**config.mk**
```make
export PLATFORM = sky130hd
export DESIGN_NAME = cordic_seq_ctrl
export DESIGN_NICKNAME = d
export VERILOG_FILES = /design/src/rtl/cordic_ctrl_pkg.sv /design/src/rtl/cordic_iter_counter.sv /design/src/rtl/cordic_seq_ctrl.sv
export SDC_FILE = /design/constraint.sdc
export NUM_CORES = 1
export LEC_CHECK = 0
export CAP_MARGIN = 20
export CELL_PAD_IN_SITES_DETAIL_PLACEMENT = 1
export CELL_PAD_IN_SITES_GLOBAL_PLACEMENT = 2
export CORE_MARGIN = 8
export CORE_UTILIZATION = 25
export CTS_CLUSTER_DIAMETER = 60
export CTS_CLUSTER_SIZE = 20
export DETAILED_ROUTE_END_ITERATION = 6
export PLACE_DENSITY_LB_ADDON = 0.2
export SLEW_MARGIN = 30
export SYNTH_ARGS = -nofsm -noshare
export SYNTH_HDL_FRONTEND = slang
export SYNTH_SLANG_ARGS = --single-unit
```
**constraint.sdc**
```tcl
create_clock -name clk -period 1.5 [get_ports clk]
set_input_delay 0.3 -clock clk [delete_from_list [all_inputs] [get_ports clk]]
set_output_delay 0.3 -clock clk [all_outputs]
set_load 0.05 [all_outputs]
```
**src/rtl/cordic_ctrl_pkg.sv**
```systemverilog
`default_nettype none
// ============================================================================
// Module   : cordic_ctrl_pkg
// Brief    : Shared state type, default sizing and config check for the
//            CORDIC sequencing controller.
// Revision : 1.0 - initial release
// ============================================================================
package cordic_ctrl_pkg;

   typedef enum logic [2:0] {
      IDLE    = 3'd0,
      LOAD_IN = 3'd1,
      INIT    = 3'd2,
      ITER    = 3'd3,
      OUT     = 3'd4,
      DONE    = 3'd5
   } state_t;

   localparam int unsigned c_n_iter_default = 26;
   localparam int unsigned c_cnt_w_default  = 5;

   // True when the counter can reach N_ITER-1 and at least two rotations run.
   function automatic bit cnt_w_ok(input int unsigned n_iter, input int unsigned cnt_w);
      return (n_iter >= 2) && (cnt_w >= 1) && (cnt_w < 32) &&
             ((64'd1 << cnt_w) >= 64'(n_iter));
   endfunction

endpackage
`default_nettype wire

```
**src/rtl/cordic_iter_counter.sv**
```systemverilog
`default_nettype none
// ============================================================================
// Module   : cordic_iter_counter
// Brief    : Iteration index counter with sync clear, enable and terminal
//            count at N_ITER-1.
// Revision : 1.0 - initial release
// ============================================================================
module cordic_iter_counter #(
   parameter int unsigned N_ITER = 26,
   parameter int unsigned CNT_W  = 5
) (
   input  logic             clk,
   input  logic             rst,
   input  logic             clr,
   input  logic             en,
   output logic [CNT_W-1:0] cnt,
   output logic             tc
);

   logic [CNT_W-1:0] r_cnt;

   always_ff @(posedge clk or negedge rst) begin
      if (!rst) begin
         r_cnt <= '0;
      end else if (clr) begin
         r_cnt <= '0;
      end else if (en) begin
         r_cnt <= r_cnt + CNT_W'(1);
      end
   end

   assign cnt = r_cnt;
   assign tc  = (r_cnt == CNT_W'(N_ITER - 1));

endmodule
`default_nettype wire

```
**src/rtl/cordic_seq_ctrl.sv**
```systemverilog
`default_nettype none
// ============================================================================
// Module   : cordic_seq_ctrl
// Brief    : Sequencing FSM for the iterative CORDIC sin/cos datapath.
//            Define CORDIC_AUTO_ACK_EN to make DONE a one-cycle ready pulse.
// Revision : 1.0 - initial release
// ============================================================================
module cordic_seq_ctrl
   import cordic_ctrl_pkg::*;
#(
   parameter int unsigned N_ITER = c_n_iter_default,
   parameter int unsigned CNT_W  = c_cnt_w_default
) (
   input  logic             clk,
   input  logic             rst,
   input  logic             start,
   input  logic             op_sel,
   input  logic             ack,
   output logic             ld_in_en,
   output logic             sel_init,
   output logic             ld_iter_en,
   output logic             ld_out_en,
   output logic [CNT_W-1:0] iter_cnt,
   output logic             op_q,
   output logic             busy,
   output logic             ready
);

   if (!cnt_w_ok(N_ITER, CNT_W)) begin : g_cfg_err
      $error("cordic_seq_ctrl: CNT_W too small for N_ITER, or N_ITER < 2");
   end

   state_t r_state;
   state_t w_next_state;
   logic   r_op_q;
   logic   w_tc;

   always_ff @(posedge clk or negedge rst) begin
      if (!rst) begin
         r_state <= IDLE;
         r_op_q  <= 1'b0;
      end else begin
         r_state <= w_next_state;
         if (r_state == IDLE && start) begin
            r_op_q <= op_sel;
         end
      end
   end

   always_comb begin
      w_next_state = IDLE;
      case (r_state)
         IDLE:    w_next_state = start ? LOAD_IN : IDLE;
         LOAD_IN: w_next_state = INIT;
         INIT:    w_next_state = ITER;
         ITER:    w_next_state = w_tc ? OUT : ITER;
         OUT:     w_next_state = DONE;
`ifdef CORDIC_AUTO_ACK_EN
         DONE:    w_next_state = IDLE;
`else
         DONE:    w_next_state = ack ? IDLE : DONE;
`endif
         default: w_next_state = IDLE;
      endcase
   end

   // Counter is held clear outside ITER so iter_cnt reads 0 there.
   cordic_iter_counter #(
      .N_ITER (N_ITER),
      .CNT_W  (CNT_W)
   ) u_iter_counter (
      .clk (clk),
      .rst (rst),
      .clr ((r_state != ITER) || w_tc),
      .en  (r_state == ITER),
      .cnt (iter_cnt),
      .tc  (w_tc)
   );

   assign ld_in_en   = (r_state == LOAD_IN);
   assign sel_init   = (r_state == INIT);
   assign ld_iter_en = (r_state == INIT) || (r_state == ITER);
   assign ld_out_en  = (r_state == OUT);
   assign ready      = (r_state == DONE);
   assign busy       = (r_state != IDLE);
   assign op_q       = r_op_q;

endmodule
`default_nettype wire
```
==> results.md, run 1 <==
* Max FO, Critical Path at 7
* Vias in the first global route at 466
* Std cell rows at 16
* Gate Count Post-Synth at between 40 and 50
* DRC at 0
* Synthesis-stage register bit count at 9
* Clock latency on the worst-skew pair at 250 ps
* TritonCTS clock tree: built
* EDFF count, synth at 0
* Clock sinks at 9
* Final nets at 85
* Ratio of cells with drive above 1 in the final layout at 0.5195
* Ys flop type: dfrtp_1
* Worst-path clk slew at 60 ps
* Worst rel slew slack at 0.7189
* Crit. End Element: output port
* Area of the core at 1982 um2
* F_max at 658.7 MHz
* # Max-Cap Violations at 0
* Min cycle time layout at between 1500 and 2000 ps
* Pwr/cell area at 1841 nW/um2
* Synth cell types at 26
* Longest Clk Path Bufs at 2
* Commonest cells post-synth: dfrtp_1, nor2_1, nand2_1
* # hold bufs at CTS at 0
* Worst Setup Slack, final at -18.05 ps
* Die X-Extent at 62.12 um
* FF+latch area at 226.5 um2
* Synth Warn # at 0
* Dpl hpwl at 1032 um
* R2R setup slack at approximately 150 ps
* Worst-margin pin slew at 420.4 ps
* Hold Path Class: in2async
* Routability Congestion at 0.6772
* Post-Syn Nets at between 50 and 60
* Violated checks: setup timing
* Total inserted antenna cells at 0
* Synth top area share at 0.4235
* Total GRT Usage at 0.07652
* Final Setup Violations at 4
* DP Cell Count at 91
* Status: complete, but fails checks
* Cell Count, Final, Fillers Out at between 100 and 150
* Post-Route WL at 1489 um
* CTS Buf Count at 3
* Crit path DAT at ~1200 ps
* Multi-input logic area at 296.5 um2
* DR iter-0 viols at 2
* Gr ovfl total at 0
* Post-synth top area cell: dfrtp_1
* IO Port Bufs at 16
* Antenna violations before repair at 0
* Vias per cell at 4.288
* Die area at 3859 um2
* CP Class: reg2out
* Skew final at 1.230 ps
* First drt pass iteration count at 4
* Htree depth at 1
* Static Leak at 0.5015 nW
* Post-synthesis cell area at 531.8 um2
* Top cells by area, synth: dfrtp_1, nor2_1, ha_1
* Final slew viol count at 0
* Synth async-reset ratio at 1.000
* CTS root buffer: clkbuf_4
* VDD IR max at ~1.6 mV
* Share of the yosys chip area belonging to registers at 0.4235
* Fin crit share at 1.012
* Fin. Hold Viols at 0
* Die Y-Extent at 62.12 um
* Ports at 17
* Avg Inst Size Synth at 11.31 um2
* Area delta synth->final at 82.59%
* WL/cell at 14.32 um
* Fill count at 201
* Initial Util at 0.2683
* Most common cell in the netlist: dfrtp_1
* Total number of vias at between 400 and 500
* Required time of the critical path at between 1000 and 1500 ps
* Dpl ws at 148.3 ps
* First-pass GRT wire length at 2352 um
* Final ANT Viol Nets at 0
* Startpoint types: register
* RSZ-0062 raised after global routing: true
* Pin count of the biggest net entering global routing at 11
==> worst paths after layout <==
path                                                   start                                end  cells after the start
setup reg to reg                        r_state[2]$_DFF_PN0_                   op_q$_DFFE_PN0P_                      5
setup / recovery                        r_state[2]$_DFF_PN0_                          ld_out_en                      4
min in group clk           u_iter_counter.cnt[0]$_DFFE_PN0P_  u_iter_counter.cnt[1]$_DFFE_PN0P_                      2
hold / removal                                           rst  u_iter_counter.cnt[3]$_DFFE_PN0P_                      1
hold reg to reg            u_iter_counter.cnt[0]$_DFFE_PN0P_  u_iter_counter.cnt[1]$_DFFE_PN0P_                      2
max in group asynchronous                                rst               r_state[1]$_DFF_PN0_                      1
==> flip-flops by register name, indices dropped and copies added (netlist names) <==
signal,flops
u_iter_counter.cnt,5
r_state,3
op_q,1
==> through the flow <==
stage                     utilization  TNS [ps]  cell area, um2  hold slack [ps]  total power [mW]
after floorplan                     -         0           541.8            4.409             1.039
after global placement         0.4255         0           843.3            544.7             1.542
after detailed placement       0.4255         0           843.3            545.1             1.548
after CTS                      0.4716    -107.4           934.6            350.3             1.791
after global routing           0.4899    -339.2           970.9            375.7             1.893
final                          0.4899    -53.83           970.9            344.8             1.788
==> layout make-up <==
class,count,area share
Tap cell,27,0.03479
Timing Repair Buffer,29,0.3956
Inverter,1,0.003866
Multi-Input combinational cell,34,0.3054
Sequential cell,9,0.2332
Clock buffer,4,0.02706
==> cells by family (layout without fill, tap and decap cells) <==
logic type,Yosys count,in the layout,synth area share
AOI/OAI and AO/OA,4,4,0.04705
buffers and inverters,4,34,0.06352
muxes,1,1,0.02823
adders and majority gates,2,2,0.04705
xor gates and xnor gates,3,3,0.04942
and+or+nand+nor,24,24,0.3412
DFF,9,9,0.4235
==> cell usage in the layout, fill, tap and decap left out, types with 2 or more instances in the layout <==
master           instances
buf_12                  11
buf_4                   10
dfrtp_1                  8
nor2_1                   7
clkdlybuf4s50_1          4
nand2_1                  3
clkbuf_4                 3
buf_6                    3
nand3_1                  2
xor2_1                   2
ha_1                     2
==> where the power goes <==
group          leakage (nW)  total [mW]  switching, mW  internal [mW]
Combinational         0.381        1.14          0.574          0.568
Sequential            0.106       0.461          0.129          0.332
Clock                0.0150       0.185         0.0828          0.102
==> worst max-delay path, stage by stage, from the launching register on <==
cell and delay [ps]:
dfrtp_1 390, buf_6 150, buf_4 130, and2_4 160
buf_12 140
==> per-layer routing <==
metal	up-vias	routed length, um	part of all wire	GRT usage
met5	-	0	0	0
met4	0	0	0	0.01749
met3	0	84	0.056	0.04122
met2	12	802	0.54	0.1281
met1	219	602	0.40	0.08238
li1	215	-	-	-
==> what timing repair did <==
| item | in CTS | in global routing |
|---|---|---|
| gates resized for setup | 8 | 2 |
| pin swaps | 1 | 3 |
| buffers inserted | 5 | 4 |
| endpoints found under the setup margin | 5 | 6 |
Note: power is estimated with default switching activity, not from simulation.
==> run 2, diff against run 1 <==
- CTS_CLUSTER_SIZE: 20 -> unset
- DONT_BUFFER_PORTS: unset -> 1
- REMOVE_ABC_BUFFERS: unset -> 1
==> run 2 against run 1 <==
The flow still finishes with violations (setup timing); global-route usage shrank 0.39 points; count of clock-buffer cells in the layout is the same; fmax grew 0.66%; combinational power shrank 30%; critical path type unchanged; critical endpoint unchanged; largest cell class is now multi-input combinational cells.
==> results.md, run 2 (synthesis gave the netlist of run 1 again) <==
* First-pass GRT wire length at 2228 um (was 2352 um)
* IO Port Bufs at 0 (was 16)
* Max incr delay on CP at 460 ps (was 390 ps)
* Dpl ws at 168.5 ps (was 148.3 ps)
* Logic pwr share at 0.551 (was 0.639)
* CTS Buf Count at 3 (unchanged)
* Skew final at 6.886 ps (was 1.230 ps)
* Worst-margin pin slew at 481.2 ps (was 420.4 ps)
* Violated checks: setup timing (unchanged)
* Die Y-Extent at 62.12 um (unchanged)
* Area delta synth->final at 34.12% (was 82.59%)
* Clock sinks at 9 (unchanged)
* Vias in the first global route at 464 (was 466)
* Worst rel slew slack at 0.6792 (was 0.7189)
* Flop pwr share at 0.320 (was 0.258)
* Total inserted antenna cells at 0 (unchanged)
* Startpoint types: register (unchanged)
* Clock share of power at 0.130 (was 0.104)
* Status: complete, but fails checks (unchanged)
* Htree depth at 1 (unchanged)
* Total number of vias at 397 (was 446)
* DRC at 0 (unchanged)
* VDD IR max at 0.5661 mV (was 1.626 mV)
* Total GRT Usage at 0.07264 (was 0.07652)
* CP delay by family, top: flip-flops (was buffers and inverters)
* Clock latency on the worst-skew pair at 260 ps (was 250 ps)
* First drt pass iteration count at 4 (unchanged)
* Std cell rows at 16 (unchanged)
* Final slew viol count at 0 (unchanged)
* Post-Route WL at 1332 um (was 1489 um)
* Pin count of the biggest net entering global routing at 10 (was 11)
* Post-DP Area at 623.1 um2 (was 843.3 um2)
* Dpl hpwl at 1011 um (was 1032 um)
* Initial Util at 0.2683 (unchanged)
* Max reg flops at 5 (unchanged)
* Worst Setup Slack, final at -8.173 ps (was -18.05 ps)
* Critical Path, Cell by Cell: buf_6, nor2_8, and2_4 (was buf_6, buf_4, and2_4, buf_12)
* Final Cell Area at 713.2 um2 (was 970.9 um2)
* # Max-Cap Violations at 0 (unchanged)
* Switching Fraction at 0.4980 (was 0.4391)
* Longest Clk Path Bufs at 2 (unchanged)
* Switch Pwr at 0.7228 mW (was 0.7850 mW)
* WL/cell at 14.80 um (was 14.32 um)
* Buf/Inv on CP at 1 (was 3)
* DR iter-0 viols at 2 (unchanged)
* Required time of the critical path at 1200 ps (about the same)
* Routability Congestion at 0.7237 (was 0.6772)
* F_max at 663.1 MHz (was 658.7 MHz)
* Crit path DAT at 1210 ps (was 1220 ps)
* Ports at 17 (unchanged)
* Final nets at 71 (was 85)
* Max FO, Critical Path at 7 (unchanged)
* Crit. End Element: output port (unchanged)
* Int Power at 0.7285 mW (was 1.003 mW)
* TritonCTS clock tree: built (unchanged)
* Fin crit share at 1.005 (was 1.012)
* Static Leak at 0.3913 nW (was 0.5015 nW)
* CTS root buffer: clkbuf_4 (unchanged)
* Hold Path Class: in2reg (was in2async)
* Vias per cell at 4.411 (was 4.288)
* Worst-path clk slew at 70 ps (was 60 ps)
* Commonest non-fill, non-tap cells in the layout: buf_4, nor2_1, dfrtp_1 (was buf_12, buf_4, dfrtp_1)
* Gr ovfl total at 0 (unchanged)
* Pwr/cell area at 2035 nW/um2 (was 1841 nW/um2)
* Most common cell after layout, fill and taps aside: buf_4 (was buf_12)
* Antenna violations before repair at 0 (unchanged)
* CP max stage cell: dfrtp_2 (was dfrtp_1)
* Final Setup Violations at 1 (was 4)
* Area of the core at 1982 um2 (unchanged)
* Die area at 3859 um2 (unchanged)
* Final ANT Viol Nets at 0 (unchanged)
* Die X-Extent at 62.12 um (unchanged)
* CP Class: reg2out (unchanged)
* Fin. Hold Viols at 0 (unchanged)
* Min cycle time layout at 1508 ps (was 1518 ps)
* Ratio of cells with drive above 1 in the final layout at 0.4444 (was 0.5195)
* RSZ-0062 raised after global routing: true (unchanged)
-- run 2: power groups by stage --
stage	registers, mW	clock network (mW)	logic (mW)
final	0.464	0.188	0.799
after global routing	0.483	0.206	0.866
after CTS	0.466	0.198	0.797
after detailed placement	0.467	0	0.768
after global placement	0.456	0	0.751
after floorplan	0.694	0	0.311
-- run 2: per-stage QoR --
| stage | setup TNS, ps | power, mW | instances | hold WS [ps] | utilization |
|---|---|---|---|---|---|
| final | -8.173 | 1.451 | 90 | 192.1 | 0.3598 |
| after global routing | -105.2 | 1.554 | 90 | 183.6 | 0.3598 |
| after CTS | -16.75 | 1.461 | 89 | 179.7 | 0.3504 |
| after detailed placement | 0 | 1.235 | 82 | 4.742 | 0.3144 |
| after global placement | 0 | 1.207 | 82 | 4.785 | 0.3144 |
| after floorplan | -848.3 | 1.005 | 44 | 4.409 | - |
-- run 2: layer usage --
metal,vias to the layer above,GRT usage,wire [um]
li1,185,-,-
met1,202,0.07143,523
met2,8,0.1281,753
met3,2,0.02509,44
met4,0,0.04373,10
met5,-,0,0
-- run 2: cell type report --
cell class / count / area (um2)
multi-input cells: 34 / 289.0
inverters: 1 / 3.754
repair buffers: 15 / 133.9
clock buffers: 4 / 26.28
fillers: 227 / 1269
well taps: 27 / 33.78
flip-flops and latches: 9 / 226.5
-- run 2: timing repair --
action                                 4_1_cts  5_1_grt
setup buffers                                2        1
endpoints found under the hold margin        9        0
pin swaps                                    1        1
hold buffers                                 1        0
cloned                                       0        0
setup endpoints to repair                    5        4
resized for setup                            7        3
-- run 2: worst paths after layout --
check,from,to,slack [ps],depth (start not counted)
worst max register to register,r_state[2]$_DFF_PN0_,op_q$_DFFE_PN0P_,130,5
min in group asynchronous,rst,r_state[0]$_DFF_PN0_,420,1
max in group asynchronous,rst,r_state[1]$_DFF_PN0_,750,1
worst min-delay path,op_sel,op_q$_DFFE_PN0P_,190,1
worst min register to register,u_iter_counter.cnt[0]$_DFFE_PN0P_,u_iter_counter.cnt[0]$_DFFE_PN0P_,520,1
worst max-delay path,r_state[1]$_DFF_PN0_,ld_out_en,-8,3
